==> src/rtl/lc3_mmio_console.sv <==
// LC-3 memory-mapped console: KBSR/KBDR keyboard FIFO, DSR/DDR display
// register with valid/ready output, and registered interrupt request.
module lc3_mmio_console #(
    parameter int unsigned KBD_DEPTH = 4,
    parameter logic [2:0]  KBD_PRIO  = 3'd4,
    parameter logic [7:0]  KBD_VEC   = 8'h80,
    parameter logic [2:0]  DSP_PRIO  = 3'd4,
    parameter logic [7:0]  DSP_VEC   = 8'h81
) (
    input  logic        clk,
    input  logic        rst,
    input  logic [15:0] memory_addr,
    input  logic        MemoryMappedIO_load,
    input  logic [15:0] MemoryMappedIO_out,
    input  logic        mmio_rd,
    output logic [15:0] MemoryMappedIO_in,
    input  logic        kbd_valid,
    input  logic [7:0]  kbd_data,
    output logic        kbd_ready,
    output logic        dsp_valid,
    output logic [7:0]  dsp_data,
    input  logic        dsp_ready,
    output logic        IRQ,
    output logic [2:0]  INTP,
    output logic [7:0]  INTV
);
    localparam int unsigned PTR_W = $clog2(KBD_DEPTH);
    localparam int unsigned CNT_W = PTR_W + 1;
    localparam logic [CNT_W-1:0] CNT_FULL = CNT_W'(KBD_DEPTH);
    localparam logic [15:0] ADDR_KBSR = 16'hFE00;
    localparam logic [15:0] ADDR_KBDR = 16'hFE02;
    localparam logic [15:0] ADDR_DSR  = 16'hFE04;
    localparam logic [15:0] ADDR_DDR  = 16'hFE06;

    if (KBD_DEPTH < 2 || (KBD_DEPTH & (KBD_DEPTH - 1)) != 0) begin : g_bad_depth
        $error("KBD_DEPTH must be a power of two and at least 2");
    end

    logic [7:0]       fifo_mem_q [KBD_DEPTH];
    logic [PTR_W-1:0] wr_ptr_q, wr_ptr_d;
    logic [PTR_W-1:0] rd_ptr_q, rd_ptr_d;
    logic [CNT_W-1:0] count_q, count_d;
    logic             kie_q, kie_d;
    logic             die_q, die_d;
    logic             drdy_q, drdy_d;
    logic             dsp_valid_q, dsp_valid_d;
    logic [7:0]       dsp_data_q, dsp_data_d;
    logic             irq_q, irq_d;
    logic [2:0]       intp_q, intp_d;
    logic [7:0]       intv_q, intv_d;

    logic       sel_kbsr, sel_kbdr, sel_dsr, sel_ddr;
    logic       fifo_ne, fifo_full;
    logic       push, pop;
    logic       ddr_accept, dsp_hs;
    logic       kreq, dreq;
    logic [7:0] fifo_head;
    logic       unused_wdata;

    assign sel_kbsr = (memory_addr == ADDR_KBSR);
    assign sel_kbdr = (memory_addr == ADDR_KBDR);
    assign sel_dsr  = (memory_addr == ADDR_DSR);
    assign sel_ddr  = (memory_addr == ADDR_DDR);

    assign fifo_ne   = (count_q != '0);
    assign fifo_full = (count_q == CNT_FULL);
    assign fifo_head = fifo_mem_q[rd_ptr_q];

    assign push = kbd_valid & ~fifo_full;
    assign pop  = mmio_rd & sel_kbdr & fifo_ne;

    // A DDR write while drdy=0 (including the handshake cycle) is dropped.
    assign ddr_accept = MemoryMappedIO_load & sel_ddr & drdy_q;
    assign dsp_hs     = dsp_valid_q & dsp_ready;

    assign kreq = fifo_ne & kie_q;
    assign dreq = drdy_q & die_q;

    assign unused_wdata = ^{MemoryMappedIO_out[15], MemoryMappedIO_out[13:8]};

    always_comb begin
        MemoryMappedIO_in = 16'h0000;
        if (sel_kbsr) begin
            MemoryMappedIO_in = {fifo_ne, kie_q, 14'b0};
        end else if (sel_kbdr) begin
            MemoryMappedIO_in = fifo_ne ? {8'h00, fifo_head} : 16'h0000;
        end else if (sel_dsr) begin
            MemoryMappedIO_in = {drdy_q, die_q, 14'b0};
        end else if (sel_ddr) begin
            MemoryMappedIO_in = {8'h00, dsp_data_q};
        end
    end

    always_comb begin
        wr_ptr_d = wr_ptr_q;
        rd_ptr_d = rd_ptr_q;
        count_d  = count_q;
        if (push) begin
            wr_ptr_d = wr_ptr_q + PTR_W'(1);
        end
        if (pop) begin
            rd_ptr_d = rd_ptr_q + PTR_W'(1);
        end
        case ({push, pop})
            2'b10:   count_d = count_q + CNT_W'(1);
            2'b01:   count_d = count_q - CNT_W'(1);
            default: count_d = count_q;
        endcase
    end

    always_comb begin
        kie_d       = kie_q;
        die_d       = die_q;
        drdy_d      = drdy_q;
        dsp_valid_d = dsp_valid_q;
        dsp_data_d  = dsp_data_q;
        if (MemoryMappedIO_load && sel_kbsr) begin
            kie_d = MemoryMappedIO_out[14];
        end
        if (MemoryMappedIO_load && sel_dsr) begin
            die_d = MemoryMappedIO_out[14];
        end
        if (ddr_accept) begin
            dsp_data_d  = MemoryMappedIO_out[7:0];
            dsp_valid_d = 1'b1;
            drdy_d      = 1'b0;
        end else if (dsp_hs) begin
            dsp_valid_d = 1'b0;
            drdy_d      = 1'b1;
        end
    end

    // Keyboard request wins when both devices are asking.
    always_comb begin
        irq_d  = kreq | dreq;
        intp_d = 3'd0;
        intv_d = 8'h00;
        if (kreq) begin
            intp_d = KBD_PRIO;
            intv_d = KBD_VEC;
        end else if (dreq) begin
            intp_d = DSP_PRIO;
            intv_d = DSP_VEC;
        end
    end

    always_ff @(posedge clk or posedge rst) begin
        if (rst) begin
            wr_ptr_q    <= '0;
            rd_ptr_q    <= '0;
            count_q     <= '0;
            kie_q       <= 1'b0;
            die_q       <= 1'b0;
            drdy_q      <= 1'b1;
            dsp_valid_q <= 1'b0;
            dsp_data_q  <= 8'h00;
            irq_q       <= 1'b0;
            intp_q      <= 3'd0;
            intv_q      <= 8'h00;
        end else begin
            wr_ptr_q    <= wr_ptr_d;
            rd_ptr_q    <= rd_ptr_d;
            count_q     <= count_d;
            kie_q       <= kie_d;
            die_q       <= die_d;
            drdy_q      <= drdy_d;
            dsp_valid_q <= dsp_valid_d;
            dsp_data_q  <= dsp_data_d;
            irq_q       <= irq_d;
            intp_q      <= intp_d;
            intv_q      <= intv_d;
        end
    end

    // Storage is never read while empty, so it needs no reset.
    always_ff @(posedge clk) begin
        if (push) begin
            fifo_mem_q[wr_ptr_q] <= kbd_data;
        end
    end

    assign kbd_ready = ~fifo_full;
    assign dsp_valid = dsp_valid_q;
    assign dsp_data  = dsp_data_q;
    assign IRQ       = irq_q;
    assign INTP      = intp_q;
    assign INTV      = intv_q;

endmodule

==> config.mk <==
export PLATFORM = sky130hd
export DESIGN_NAME = lc3_mmio_console
export DESIGN_NICKNAME = d
export VERILOG_FILES = /design/src/rtl/lc3_mmio_console.sv
export SDC_FILE = /design/constraint.sdc
export NUM_CORES = 1
export LEC_CHECK = 0
export ABC_AREA = 1
export CAP_MARGIN = 20
export CORE_UTILIZATION = 52
export CTS_BUF_LIST = sky130_fd_sc_hd__clkbuf_8
export CTS_CLUSTER_DIAMETER = 30
export CTS_CLUSTER_SIZE = 10
export DETAILED_ROUTE_END_ITERATION = 8
export PLACE_DENSITY = 0.88
export SLEW_MARGIN = 0
export SYNTH_ARGS = -nofsm -noshare
export SYNTH_HDL_FRONTEND = slang
export SYNTH_SLANG_ARGS = --single-unit
==> constraint.sdc <==
create_clock -name clk -period 5 [get_ports clk]
set_input_delay 0.75 -clock clk [delete_from_list [all_inputs] [get_ports clk]]
set_output_delay 0.75 -clock clk [all_outputs]
set_load 0.005 [all_outputs]
==> results of run 1 <==
kinds of logic after synthesis:
| family | count (synthesis) | share of synthesized area |
|---|---|---|
| buf+inv | 65 | 0.117 |
| simple gates | 127 | 0.216 |
| flops | 53 | 0.541 |
| fa+ha+maj | 6 | 0.0300 |
| compound gates | 39 | 0.0842 |
| other cells | 1 | 0.00136 |
| xor+xnor | 3 | 0.00956 |
cell type report:
class / instances / area, µm² / share of cell area
clock inverters: 3 / 42.5 / 0.0123
multi-input cells: 189 / 987 / 0.286
repair buffers: 62 / 621 / 0.180
well taps: 70 / 87.6 / 0.0253
inverters: 43 / 161 / 0.0467
flip-flops and latches: 53 / 1490 / 0.430
clock buffers: 5 / 68.8 / 0.0199
routing by layer:
layer | global-route usage | up-vias | wire (µm)
met4 | 0.0692 | 0 | 80
met5 | 0 | - | 0
li1 | - | 1031 | -
met1 | 0.264 | 935 | 2240
met3 | 0.0469 | 9 | 324
met2 | 0.353 | 75 | 2690
synthesized netlist by cell type:
cell	count	area, µm²
inv_2	7	26.3
edfxtp_1	32	961
nand3_1	16	80.1
nor2_1	36	135
o21ai_1	21	105
o21ai_2	8	70.1
inv_1	36	135
o21ai_0	5	25.0
a211oi_1	1	7.51
fa_1	1	20.0
nor2_8	1	20.0
nand2_2	3	18.8
ha_1	5	62.6
xnor2_1	1	8.76
buf_2	3	15.0
dfstp_2	1	26.3
nor2_4	3	33.8
nand2_4	2	22.5
a21oi_1	2	10.0
nor3_2	1	10.0
xor2_1	2	17.5
nand3b_4	1	20.0
dfrtp_1	20	500
a21boi_1	1	7.51
nor2_2	2	12.5
nand4_1	3	18.8
o22ai_1	1	6.26
buf_6	1	11.3
nor3_1	1	5.00
conb_1	1	3.75
buf_4	18	135
nand2_1	58	218
state kept, by name, summed over array words and instances (netlist names), 2 cells and up:
register / count
count_q: 3
rd_ptr_q: 2
fifo_mem_q: 32
dsp_data: 8
wr_ptr_q: 2
through the flow:
stage	hold slack, ns	area, µm²	instances	setup WS [ns]	power [mW]
global placement	0.476	3340	417	1.69	0.778
floorplan	0.448	2800	307	2.56	0.711
global route	0.510	3460	425	1.45	1.13
detailed placement	0.480	3340	417	1.63	0.795
CTS	0.491	3460	425	1.60	1.08
finish	0.494	3460	425	1.61	1.07
where the power goes:
group | total (mW) | internal, mW | switching [mW]
Clock | 0.287 | 0.148 | 0.139
Combinational | 0.216 | 0.0812 | 0.135
Sequential | 0.570 | 0.542 | 0.0282
worst min path at each step:
stage	from	to	slack (ns)
after floorplan	kie_q	INTV[0]	0.45
after global placement	kie_q	INTV[0]	0.48
after detailed placement	kie_q	INTV[0]	0.48
after CTS	kie_q	INTV[0]	0.49
after global routing	kie_q	INTV[0]	0.51
final	kie_q	INTV[0]	0.49
==> summary.txt, run 1 <==
Final wirelength - 5330 µm
Yosys warnings - 0
Setup Viol. Count Final - 0
Hold Violations, Final - 0
Die Span Y - 74.7 µm
Ports - 84
Critical path peak fanout - 10
# clock sinks - 53
CP max stage delay - 0.51 ns
Post-CTS Setup Bufs - 0
N_diodes - 0
Layout cell share with drive strength beyond 1 - 0.101
H-tree depth - 2
Gr usage total - 0.208
Post-CTS sizing - 0
Hold depth - 1
Reg2Reg Depth - 10
GRT overflow - 0
Core Rows - 26
Hold_buf cts - 0
Clk_skew - 0.0119 ns
Slew at the pin closest to its max-slew limit - 0.810 ns
Dpl hpwl - 3930 µm
CTS Root Cell - clkbuf_8
Worst Path Required - 4.25 ns
Cell family with the largest share of critical-path delay - buffers and inverters
Nets - 406
Worst path slowest cell - clkdlybuf4s50_1
Setup crit end kind - output pin
Worst-skew pair later-pin latency - 0.31 ns
Synth Instances - 294
Setup TNS - 0 ns
Max Root-Sink Buffers - 2
Area grow syn2layout - 25.7%
Tcrit/Tclk final - 0.679
Final Util - 0.677
Vias per cell - 4.82
LEAKAGE - 1.56 nW
Reg2reg setup slack - 2.95 ns
WP buf/inv - 3
Slew HR - 0.458
I/O Buffers - 62
DRC viols - 0
Status - complete, no violations
Synth cell types - 32
WP data arrival - 2.64 ns
#FFs+latches synth - 53
Fmax achieved - 295 MHz
Global-route wire length before repair - 8540 µm
CP Launch Type - input port
RR Endpoint - count_q[2]
Most frequent cells in the layout - clkdlybuf4s50_1, nand2_1, inv_1, nor2_1, edfxtp_1
Tmin final - 3.39 ns
PwrDens - 311 nW/µm²
DR WL/cell - 12.5 µm
Largest net degree at the start of global routing - 22
CP Depth - 9
Starting Density - 0.538
Pre-antenna DRT Iters - 6
Kind of critical path - in2out
Maximum VDD drop - 0.000245 V
Reg clk slew, reported paths - 0.08 ns
Mapped Area - 2750 µm²
Reg-to-Reg Start - count_q[0]
Die width - 74.7 µm
Die footprint - 5580 µm²
RD Place Congestion - 0.780
Crit-path cells - clkdlybuf4s50_1 > inv_1 > nand2_1 > nor2_1 > nand2_2 > nor2_4 > nand3_1 > nand2_1 > clkdlybuf4s50_1
CTS tree - built
Sequential area share after synthesis - 0.541
Vias in the first global route - 1882
Hold Path Class - reg2reg
Fillers - 404
Routed vias - 2050
Unrepaired setup endpoints after global routing - false
Initial antenna violation count - 0
Synthesized area per cell - 9.35 µm²
Core region area - 5110 µm²
Final Max Tran Viols - 0
Critical path origin - memory_addr[0]
Most common cell after layout, fill and taps aside - clkdlybuf4s50_1
TritonCTS buffer count - 5
Setup crit end - MemoryMappedIO_in[3]
Max Cap Viol - 0
Post-DRT Antenna Nets - 0
Iter 0 DRT Violations - 111
Power figures use the tool's default switching activity.
==> inputs of run 2 (changes only) <==
CORE_UTILIZATION = 44   (was 52)
PLACE_DENSITY = 0.79   (was 0.88)
clock period = 3.1 ns   (was 5 ns; I/O delays follow)
==> summary.txt, run 2 (synthesized netlist as in run 1, its figures left out) <==
LEAKAGE - 1.56 nW
Final wirelength - 5340 µm
Hold Violations, Final - 0
Final Util - 0.578
Post-CTS Setup Bufs - 0
Reg clk slew, reported paths - 0.09 ns
Vias in the first global route - 1917
PwrDens - 492 nW/µm²
Worst Path Required - 2.63 ns
Pre-antenna DRT Iters - 4
Die Span Y - 81.0 µm
Max Cap Viol - 0
Largest Register - fifo_mem_q
WP data arrival - 2.32 ns
# clock sinks - 53
Die footprint - 6570 µm²
Setup TNS - 0 ns
Most common cell after layout, fill and taps aside - clkdlybuf4s50_1
Initial antenna violation count - 0
Nets - 407
Die width - 81.0 µm
Layout cell share with drive strength beyond 1 - 0.101
Dpl hpwl - 3950 µm
Status - complete, no violations
Register Area - 1490 µm²
Hold Path Class - reg2reg
Ports - 84
Routed vias - 2059
Worst-skew pair later-pin latency - 0.30 ns
H-tree depth - 2
Most frequent cells in the layout - clkdlybuf4s50_1, nand2_1, inv_1, nor2_1, edfxtp_1
Tcrit/Tclk final - 0.898
Setup Viol. Count Final - 0
Kind of critical path - in2out
Max reg flops - 32
I/O Buffers - 62
Vias per cell - 4.78
CP Launch Type - input port
Area grow syn2layout - 26.0%
Gr usage total - 0.171
Clk_skew - 0.00724 ns
Global-route wire length before repair - 8650 µm
GRT overflow - 0
Core region area - 5990 µm²
Starting Density - 0.459
DRC viols - 0
Tmin final - 2.78 ns
Maximum VDD drop - 0.000315 V
Max Root-Sink Buffers - 2
Slew HR - 0.458
Largest net degree at the start of global routing - 22
Hold_buf cts - 0
CTS tree - built
Critical path peak fanout - 6
Unrepaired setup endpoints after global routing - false
CTS Root Cell - clkbuf_8
Iter 0 DRT Violations - 112
Area of the multi-input gates - 987 µm²
Core Rows - 28
Post-CTS sizing - 0
Post-DRT Antenna Nets - 0
TritonCTS buffer count - 5
Fmax achieved - 359 MHz
Slew at the pin closest to its max-slew limit - 0.811 ns
RD Place Congestion - 0.779
Final Max Tran Viols - 0
Setup crit end kind - output pin
DR WL/cell - 12.4 µm
N_diodes - 0
Fillers - 498
run 2: changes by cell type in the layout (fill, tap and decap cells not counted):
cell / previous run / this run
buf_4: 0 / 1
clkinv_4: 1 / 0
clkinv_1: 0 / 1
run 2: per-stage QoR:
step / power, mW / cells / area (µm²) / hold WS [ns] / setup WS, ns
after floorplan: 1.15 / 307 / 2800 / 0.441 / 0.946
after global placement: 1.26 / 423 / 3360 / 0.478 / 0.300
after detailed placement: 1.28 / 423 / 3360 / 0.479 / 0.282
after CTS: 1.72 / 431 / 3460 / 0.491 / 0.291
after global routing: 1.81 / 431 / 3460 / 0.499 / 0.156
final: 1.70 / 431 / 3460 / 0.487 / 0.317
run 2: area by class of cell:
class	count	area share
flip-flops and latches	53	0.429
multi-input cells	189	0.285
repair buffers	63	0.181
inverters	43	0.0466
well taps	75	0.0271
clock buffers	5	0.0199
clock inverters	3	0.0108
run 2: worst max-delay path, cell delays in order:
cell and delay (ns):
clkdlybuf4s50_1 0.49, inv_1 0.08, nor2_4 0.11, nand2_4 0.08, nor3_2 0.39, nand2_1 0.10
nand2_1 0.08, clkdlybuf4s50_1 0.50
run 2: layer usage:
metal,global-route usage,vias up,share of wire
met4,0.0286,0,0.0058
met5,0,-,0
li1,-,1030,-
met1,0.218,954,0.43
met3,0.0337,4,0.065
met2,0.305,71,0.50
run 2: worst paths after layout:
check,start,end,slack (ns),cells after the start
min,kie_q,INTV[0],0.49,1
min reg2reg,kie_q,INTV[0],0.49,1
max,memory_addr[2],MemoryMappedIO_in[4],0.32,8
min in group asynchronous,rst,INTV[0],0.62,2
max reg2reg,count_q[0],count_q[2],1.07,10
max in group asynchronous,rst,wr_ptr_q[1],1.98,2
run 2: report_power, final:
part | internal, mW | total (mW) | switching [mW]
clock network | 0.235 | 0.445 | 0.209
logic | 0.131 | 0.342 | 0.211
registers | 0.874 | 0.917 | 0.0429
total | 1.24 | 1.70 | 0.463
